===== config.mk =====
export PLATFORM = sky130hd
export DESIGN_NAME = coeff_token_vlc1_decoder_flat
export DESIGN_NICKNAME = d
export VERILOG_FILES = /design/src/rtl/coeff_token_pkg.sv /design/src/rtl/coeff_token_vlc1_decoder_if.sv /design/src/rtl/coeff_token_vlc1_decoder_match.sv /design/src/rtl/coeff_token_vlc1_decoder.sv /design/src/flat_wrapper.sv
export SDC_FILE = /design/constraint.sdc
export NUM_CORES = 1
export LEC_CHECK = 0
export ABC_AREA = 1
export CAP_MARGIN = 20
export CORE_UTILIZATION = 40
export CTS_CLUSTER_SIZE = 16
export DETAILED_ROUTE_END_ITERATION = 16
export PLACE_DENSITY_LB_ADDON = 0.3
export SETUP_SLACK_MARGIN = 0.5
export SLEW_MARGIN = 5
export SYNTH_ARGS = -nofsm -noshare
export SYNTH_HDL_FRONTEND = slang
export SYNTH_SLANG_ARGS = --single-unit

===== constraint.sdc =====
create_clock -name clk -period 4 [get_ports clk]
set_clock_uncertainty 0.1 [all_clocks]
set_input_delay 0.4 -clock clk [delete_from_list [all_inputs] [get_ports clk]]
set_output_delay 0.4 -clock clk [all_outputs]
set_load 0.05 [all_outputs]

===== src/rtl/coeff_token_pkg.sv =====
// Shared Num-VLC1 (2 <= nC < 4) coeff_token codeword table and widths.
// The encoder LUT and the serial decoder both read these constants.
package coeff_token_pkg;

  localparam int MAX_LEN = 14;
  localparam int LEN_W   = 4;
  localparam int TC_W    = 5;
  localparam int T1_W    = 2;
  localparam int NUM_CW  = 62;

  typedef enum logic {
    COLLECT = 1'b0,
    HOLD    = 1'b1
  } dec_state_t;

  typedef struct packed {
    logic [LEN_W-1:0]   len;
    logic [MAX_LEN-1:0] val;
    logic [T1_W-1:0]    t1;
    logic [TC_W-1:0]    tc;
  } cw_t;

  // {length, codeword value right-aligned, TrailingOnes, TotalCoeff}
  localparam cw_t VLC1_TAB [NUM_CW] = '{
    '{4'd2,  14'd3,  2'd0, 5'd0},
    '{4'd6,  14'd11, 2'd0, 5'd1},  '{4'd2,  14'd2,  2'd1, 5'd1},
    '{4'd6,  14'd7,  2'd0, 5'd2},  '{4'd5,  14'd7,  2'd1, 5'd2},  '{4'd3,  14'd3,  2'd2, 5'd2},
    '{4'd7,  14'd7,  2'd0, 5'd3},  '{4'd6,  14'd10, 2'd1, 5'd3},  '{4'd6,  14'd9,  2'd2, 5'd3},  '{4'd4,  14'd5,  2'd3, 5'd3},
    '{4'd8,  14'd7,  2'd0, 5'd4},  '{4'd6,  14'd6,  2'd1, 5'd4},  '{4'd6,  14'd5,  2'd2, 5'd4},  '{4'd4,  14'd4,  2'd3, 5'd4},
    '{4'd8,  14'd4,  2'd0, 5'd5},  '{4'd7,  14'd6,  2'd1, 5'd5},  '{4'd7,  14'd5,  2'd2, 5'd5},  '{4'd5,  14'd6,  2'd3, 5'd5},
    '{4'd9,  14'd7,  2'd0, 5'd6},  '{4'd8,  14'd6,  2'd1, 5'd6},  '{4'd8,  14'd5,  2'd2, 5'd6},  '{4'd6,  14'd8,  2'd3, 5'd6},
    '{4'd11, 14'd15, 2'd0, 5'd7},  '{4'd9,  14'd6,  2'd1, 5'd7},  '{4'd9,  14'd5,  2'd2, 5'd7},  '{4'd6,  14'd4,  2'd3, 5'd7},
    '{4'd11, 14'd11, 2'd0, 5'd8},  '{4'd11, 14'd14, 2'd1, 5'd8},  '{4'd11, 14'd13, 2'd2, 5'd8},  '{4'd7,  14'd4,  2'd3, 5'd8},
    '{4'd12, 14'd15, 2'd0, 5'd9},  '{4'd11, 14'd10, 2'd1, 5'd9},  '{4'd11, 14'd9,  2'd2, 5'd9},  '{4'd9,  14'd4,  2'd3, 5'd9},
    '{4'd12, 14'd11, 2'd0, 5'd10}, '{4'd12, 14'd14, 2'd1, 5'd10}, '{4'd12, 14'd13, 2'd2, 5'd10}, '{4'd11, 14'd12, 2'd3, 5'd10},
    '{4'd12, 14'd8,  2'd0, 5'd11}, '{4'd12, 14'd10, 2'd1, 5'd11}, '{4'd12, 14'd9,  2'd2, 5'd11}, '{4'd11, 14'd8,  2'd3, 5'd11},
    '{4'd13, 14'd15, 2'd0, 5'd12}, '{4'd13, 14'd14, 2'd1, 5'd12}, '{4'd13, 14'd13, 2'd2, 5'd12}, '{4'd12, 14'd12, 2'd3, 5'd12},
    '{4'd13, 14'd11, 2'd0, 5'd13}, '{4'd13, 14'd10, 2'd1, 5'd13}, '{4'd13, 14'd9,  2'd2, 5'd13}, '{4'd13, 14'd12, 2'd3, 5'd13},
    '{4'd13, 14'd7,  2'd0, 5'd14}, '{4'd14, 14'd11, 2'd1, 5'd14}, '{4'd13, 14'd6,  2'd2, 5'd14}, '{4'd13, 14'd8,  2'd3, 5'd14},
    '{4'd14, 14'd9,  2'd0, 5'd15}, '{4'd14, 14'd8,  2'd1, 5'd15}, '{4'd14, 14'd10, 2'd2, 5'd15}, '{4'd13, 14'd1,  2'd3, 5'd15},
    '{4'd14, 14'd7,  2'd0, 5'd16}, '{4'd14, 14'd6,  2'd1, 5'd16}, '{4'd14, 14'd5,  2'd2, 5'd16}, '{4'd14, 14'd4,  2'd3, 5'd16}
  };

endpackage


===== src/rtl/coeff_token_vlc1_decoder_if.sv =====
// Bit-in / token-out handshake bundle of the coeff_token Num-VLC1 decoder.
interface coeff_token_vlc1_if;
  import coeff_token_pkg::*;

  logic              clear;
  logic              bit_valid;
  logic              bit_in;
  logic              bit_ready;
  logic              token_valid;
  logic              token_ready;
  logic [T1_W-1:0]   trailing_ones;
  logic [TC_W-1:0]   total_coeff;
  logic [LEN_W-1:0]  code_len;
  logic              token_err;

  modport master (
    output clear, bit_valid, bit_in, token_ready,
    input  bit_ready, token_valid, trailing_ones, total_coeff, code_len, token_err
  );

  modport slave (
    input  clear, bit_valid, bit_in, token_ready,
    output bit_ready, token_valid, trailing_ones, total_coeff, code_len, token_err
  );

endinterface


===== src/rtl/coeff_token_vlc1_decoder_match.sv =====
// Combinational lookup: does the low `length` bits of `window` form a Num-VLC1 codeword?
module coeff_token_vlc1_match
  import coeff_token_pkg::*;
(
  input  logic [MAX_LEN-1:0] window,
  input  logic [LEN_W-1:0]   length,
  output logic               hit,
  output logic [T1_W-1:0]    t1s,
  output logic [TC_W-1:0]    total_coeff
);

  logic [MAX_LEN-1:0] mask;
  logic [MAX_LEN-1:0] win_masked;

  // Keys {length, value} are unique, so at most one entry can fire.
  always_comb begin
    mask        = ~({MAX_LEN{1'b1}} << length);
    win_masked  = window & mask;
    hit         = 1'b0;
    t1s         = '0;
    total_coeff = '0;
    for (int i = 0; i < NUM_CW; i++) begin
      if ({VLC1_TAB[i].len, VLC1_TAB[i].val} == {length, win_masked}) begin
        hit         = 1'b1;
        t1s         = VLC1_TAB[i].t1;
        total_coeff = VLC1_TAB[i].tc;
      end
    end
  end

endmodule


===== src/rtl/coeff_token_vlc1_decoder.sv =====
// Serial coeff_token decoder for the 2 <= nC < 4 table: one bit per cycle in,
// one (T1s, TotalCoeff, length) token out per codeword.
module coeff_token_vlc1_decoder
  import coeff_token_pkg::*;
(
  input  logic              clk,
  input  logic              rst_n,
  coeff_token_vlc1_if.slave tif
);

  dec_state_t         state_q, state_d;
  logic [MAX_LEN-1:0] sr_q, sr_d;
  logic [LEN_W-1:0]   cnt_q, cnt_d;
  logic [T1_W-1:0]    t1_q, t1_d;
  logic [TC_W-1:0]    tc_q, tc_d;
  logic [LEN_W-1:0]   len_q, len_d;
  logic               err_q, err_d;

  logic               accept;
  logic [MAX_LEN-1:0] win;
  logic [LEN_W-1:0]   len1;
  logic               m_hit;
  logic [T1_W-1:0]    m_t1;
  logic [TC_W-1:0]    m_tc;

  assign tif.bit_ready     = (state_q == COLLECT) || tif.token_ready;
  assign tif.token_valid   = (state_q == HOLD);
  assign tif.trailing_ones = t1_q;
  assign tif.total_coeff   = tc_q;
  assign tif.code_len      = len_q;
  assign tif.token_err     = err_q;

  assign accept = tif.bit_valid && tif.bit_ready;
  assign win    = {sr_q[MAX_LEN-2:0], tif.bit_in};
  assign len1   = cnt_q + 1'b1;

  coeff_token_vlc1_match u_match (
    .window      (win),
    .length      (len1),
    .hit         (m_hit),
    .t1s         (m_t1),
    .total_coeff (m_tc)
  );

  always_ff @(posedge clk or negedge rst_n) begin
    if (!rst_n) begin
      state_q <= COLLECT;
      sr_q    <= '0;
      cnt_q   <= '0;
      t1_q    <= '0;
      tc_q    <= '0;
      len_q   <= '0;
      err_q   <= 1'b0;
    end else begin
      state_q <= state_d;
      sr_q    <= sr_d;
      cnt_q   <= cnt_d;
      t1_q    <= t1_d;
      tc_q    <= tc_d;
      len_q   <= len_d;
      err_q   <= err_d;
    end
  end

  // sr/cnt are already zero in HOLD, so a bit taken during the token handoff
  // naturally starts a fresh codeword through the same path.
  always_comb begin
    state_d = state_q;
    sr_d    = sr_q;
    cnt_d   = cnt_q;
    t1_d    = t1_q;
    tc_d    = tc_q;
    len_d   = len_q;
    err_d   = err_q;
    if (tif.clear) begin
      state_d = COLLECT;
      sr_d    = '0;
      cnt_d   = '0;
    end else begin
      if (state_q == HOLD && tif.token_ready) state_d = COLLECT;
      if (accept) begin
        if (m_hit) begin
          state_d = HOLD;
          sr_d    = '0;
          cnt_d   = '0;
          t1_d    = m_t1;
          tc_d    = m_tc;
          len_d   = len1;
          err_d   = 1'b0;
        end else if (len1 == LEN_W'(MAX_LEN)) begin
          state_d = HOLD;
          sr_d    = '0;
          cnt_d   = '0;
          t1_d    = '0;
          tc_d    = '0;
          len_d   = len1;
          err_d   = 1'b1;
        end else begin
          sr_d  = win;
          cnt_d = len1;
        end
      end
    end
  end

endmodule


===== src/flat_wrapper.sv =====
// flat-port wrapper written by rule: the top's interface ports become plain ports
module coeff_token_vlc1_decoder_flat import coeff_token_pkg::*;
  (clk, rst_n, tif_clear, tif_bit_valid, tif_bit_in, tif_token_ready, tif_bit_ready, tif_token_valid, tif_trailing_ones, tif_total_coeff, tif_code_len, tif_token_err);
  coeff_token_vlc1_if tif_i ();
  input  logic clk;
  input  logic rst_n;
  input wire logic [$bits(tif_i.clear)-1:0] tif_clear;
  input wire logic [$bits(tif_i.bit_valid)-1:0] tif_bit_valid;
  input wire logic [$bits(tif_i.bit_in)-1:0] tif_bit_in;
  input wire logic [$bits(tif_i.token_ready)-1:0] tif_token_ready;
  output wire logic [$bits(tif_i.bit_ready)-1:0] tif_bit_ready;
  output wire logic [$bits(tif_i.token_valid)-1:0] tif_token_valid;
  output wire logic [$bits(tif_i.trailing_ones)-1:0] tif_trailing_ones;
  output wire logic [$bits(tif_i.total_coeff)-1:0] tif_total_coeff;
  output wire logic [$bits(tif_i.code_len)-1:0] tif_code_len;
  output wire logic [$bits(tif_i.token_err)-1:0] tif_token_err;
  assign tif_i.clear = tif_clear;
  assign tif_i.bit_valid = tif_bit_valid;
  assign tif_i.bit_in = tif_bit_in;
  assign tif_i.token_ready = tif_token_ready;
  assign tif_bit_ready = tif_i.bit_ready;
  assign tif_token_valid = tif_i.token_valid;
  assign tif_trailing_ones = tif_i.trailing_ones;
  assign tif_total_coeff = tif_i.total_coeff;
  assign tif_code_len = tif_i.code_len;
  assign tif_token_err = tif_i.token_err;
  coeff_token_vlc1_decoder u_core (.clk(clk), .rst_n(rst_n), .tif(tif_i));
endmodule

==> qor.yml <==
outcome:
  outcome: "completed"
clock_network:
  cts.clk_slew.worst_paths_ns: 0.06
  cts_max_level: 2
  cts_buffers: 5
  cts_sinks: 30
  clockBufferDepth: 2
  cts_tree: "built"
  cts_hold_buf: 0
  clock_latency_ns: 0.28
  cts_root_buf: "clkbuf_8"
routing:
  num_vias: 3002
  postRouteAntennaNets: 0
  drt_iter0_markers: 173
  drc: 0
  totalWireLength_mm: 8.45
  wl_per_cell_um: 16.2
  drt_pre_antenna_iters: 5
  vias_per_cell: 5.76
worst_setup_path:
  end_kind: "flip-flop"
  r2r_start: "u_core.cnt_q[0]"
  cp.arrival_ns: 3.70
  crit_fanout: 8
  criticalPathCategory: "reg -> reg"
  start_kind: "flip-flop"
  startpoint: "u_core.cnt_q[0]"
  worstPathRequired_ns: 4.08
placed_design:
  preCtsSetupSlack_ns: 0.143
  dp_hpwl_mm: 5.78
  gp_congestion: 0.986
  io_buffers: 19
synth:
  synth_edf_count: 0
  syn_avg_cell_area_sq_um: 6.82
  ys.flop_type: "dfrtp_1"
  synth_seq_area_share: 0.287
  synth_cell_types: 42
  synthCells: 383
  synthArstFlopShare: 1.00
  syn-cell-area_sq_um: 2610
  synth_top_area_share: 0.287
  synth_warnings: 0
  synthTopCellsByArea: "dfrtp_1, nand2_1, inv_1"
  ys_ff_latch: 30
  synthesis.nets: 395
  yosys.area.top_type: "dfrtp_1"
timing:
  setup_viol: 0
  slew_headroom: 0.331
  worst_pin_slew_ns: 1.00
  hold_violations: 0
  final.setup.worst_slack_ns: 0.386
  grt_setup_unrepaired: "yes"
  report.final.slew_viol_count: 0
  max_freq_ghz: 0.277
  fin_crit_sh: 0.904
  period_needed_ns: 3.61
  fin_setup_tns_ns: 0
layout:
  nFillCells: 557
  final_layout_size_suffix_gt1_frac: 0.378
  area_growth_syn_to_layout_pct: 42.3
  final_common_cell: "nand2_1"
  final_nets: 455
  final_cell_mix: "nand2_1, inv_1, nor2_1, buf_4, dfrtp_1"
  num_antenna_cells: 0
floorplanning:
  die_w_um: 82.8
  start_util: 0.414
  die_area_sq_um: 6860
  die_y_um: 82.8
  pin_count: 20
  rows: 29
  coreArea_sq_um: 6310
grt:
  grt-ovfl-total: 0
  grt_antenna_before_repair: 0
  grt_pass1_vias: 2551
  grt_first_pass_wirelength_mm: 11.9
  grt_start_max_net_pins: 31
  track_usage: 0.231
pwr:
  vdd_drop_max_mv: 0.277
  p_leak_nw: 1.62
  power_per_cell_area_nw_per_um2: 214
flow_run:
  drv_cap: 0
hold_path:
  worstHoldStart: "u_core.tif.trailing_ones[0]"
  hp-class: "reg -> reg"
==> area by class of cell <==
| cell class | count | area, sq um | area share |
|---|---|---|---|
| Timing Repair Buffer | 59 | 543 | 0.146 |
| Multi-Input combinational cell | 278 | 1960 | 0.527 |
| Clock buffer | 7 | 86.3 | 0.0232 |
| Inverter | 69 | 274 | 0.0737 |
| Sequential cell | 30 | 754 | 0.203 |
| Tap cell | 77 | 96.3 | 0.0259 |
| Clock inverter | 1 | 5.00 | 0.00135 |
==> final timing paths <==
path                                               end  slack (ns)  cells past startpoint
max reg2reg                             u_core.sr_q[0]        0.39                     22
min in group asynchronous    u_core.tif.total_coeff[3]        0.40                      2
min                        u_core.tif.trailing_ones[0]        0.39                      2
min reg2reg                u_core.tif.trailing_ones[0]        0.39                      2
max                                     u_core.sr_q[0]        0.39                     22
max in group asynchronous              u_core.cnt_q[2]        3.10                      2
==> power by group <==
part	total, mW	switching (mW)	leakage, nW	internal [mW]
combinational	0.217	0.135	1.16	0.0817
sequential	0.332	0.0136	0.410	0.318
clock	0.248	0.110	0.0482	0.138
==> repair_timing <==
item	in CTS	in global routing
setup endpoints to repair	29	30
buffers inserted	12	13
endpoints found under the hold margin	0	0
gates resized for setup	22	99
pin swaps	6	27
gates cloned	0	1
==> worst max-delay path: stages, from the launching register on <==
cell and delay [ns]:
dfrtp_2 0.47, ha_4 0.21, inv_4 0.06, nand2_4 0.07, nand2_4 0.10, nand2_1 0.09, o21ai_2 0.17, buf_4 0.14
nor3_2 0.04, nor2_1 0.10, nor2_1 0.07, inv_2 0.08, nor2_1 0.08, inv_2 0.12, nor2_1 0.07, a311oi_2 0.28
nand4_1 0.20, nor3_2 0.29, nand2_2 0.10, nor2_4 0.13, clkinv_4 0.11, clkbuf_16 0.18, o32ai_2 0.24
==> cells by family after synthesis <==
group | synth area share
buffers and inverters | 0.119
AOI/OAI and AO/OA | 0.197
adders and majority gates | 0.0287
DFF | 0.287
and+or+nand+nor | 0.368
==> Yosys cell counts, types with 3 or more instances <==
cell type  number
a21oi_1        10
buf_6           3
dfrtp_1        30
ha_1            6
inv_1          59
inv_2           8
nand2_1        89
nand2_2         3
nand3_1        27
nand4_1        12
nor2_1         47
nor2_2          9
nor3_1         10
o2111ai_1       3
o211ai_1        5
o21ai_0        15
o21ai_1         3
o32ai_1         6
o32ai_2        10
==> through the flow <==
step | hold slack (ns) | cell area, sq um | utilization | std cells | total power, mW
floorplan | 0.00441 | 2610 | - | 383 | 0.434
global placement | 0.373 | 2950 | 0.468 | 487 | 0.490
detailed placement | 0.378 | 2950 | 0.468 | 487 | 0.492
CTS | 0.391 | 3220 | 0.509 | 507 | 0.756
global route | 0.413 | 3720 | 0.589 | 521 | 0.827
finish | 0.385 | 3720 | 0.589 | 521 | 0.796
==> flip-flops by register name, summed over array words and instances, names as in the netlist <==
signal                    cells
u_core.cnt_q                  4
u_core.sr_q                  13
u_core.tif.code_len           4
u_core.tif.token_err          1
u_core.tif.token_valid        1
u_core.tif.total_coeff        5
u_core.tif.trailing_ones      2
==> metal layers <==
metal	vias to the layer above	routed length (um)	track usage
li1	1409	-	-
met3	38	458	0.0230
met2	134	4210	0.373
met5	-	0	0
met4	0	387	0.129
met1	1421	3400	0.300
Power figures use the tool's default switching activity.
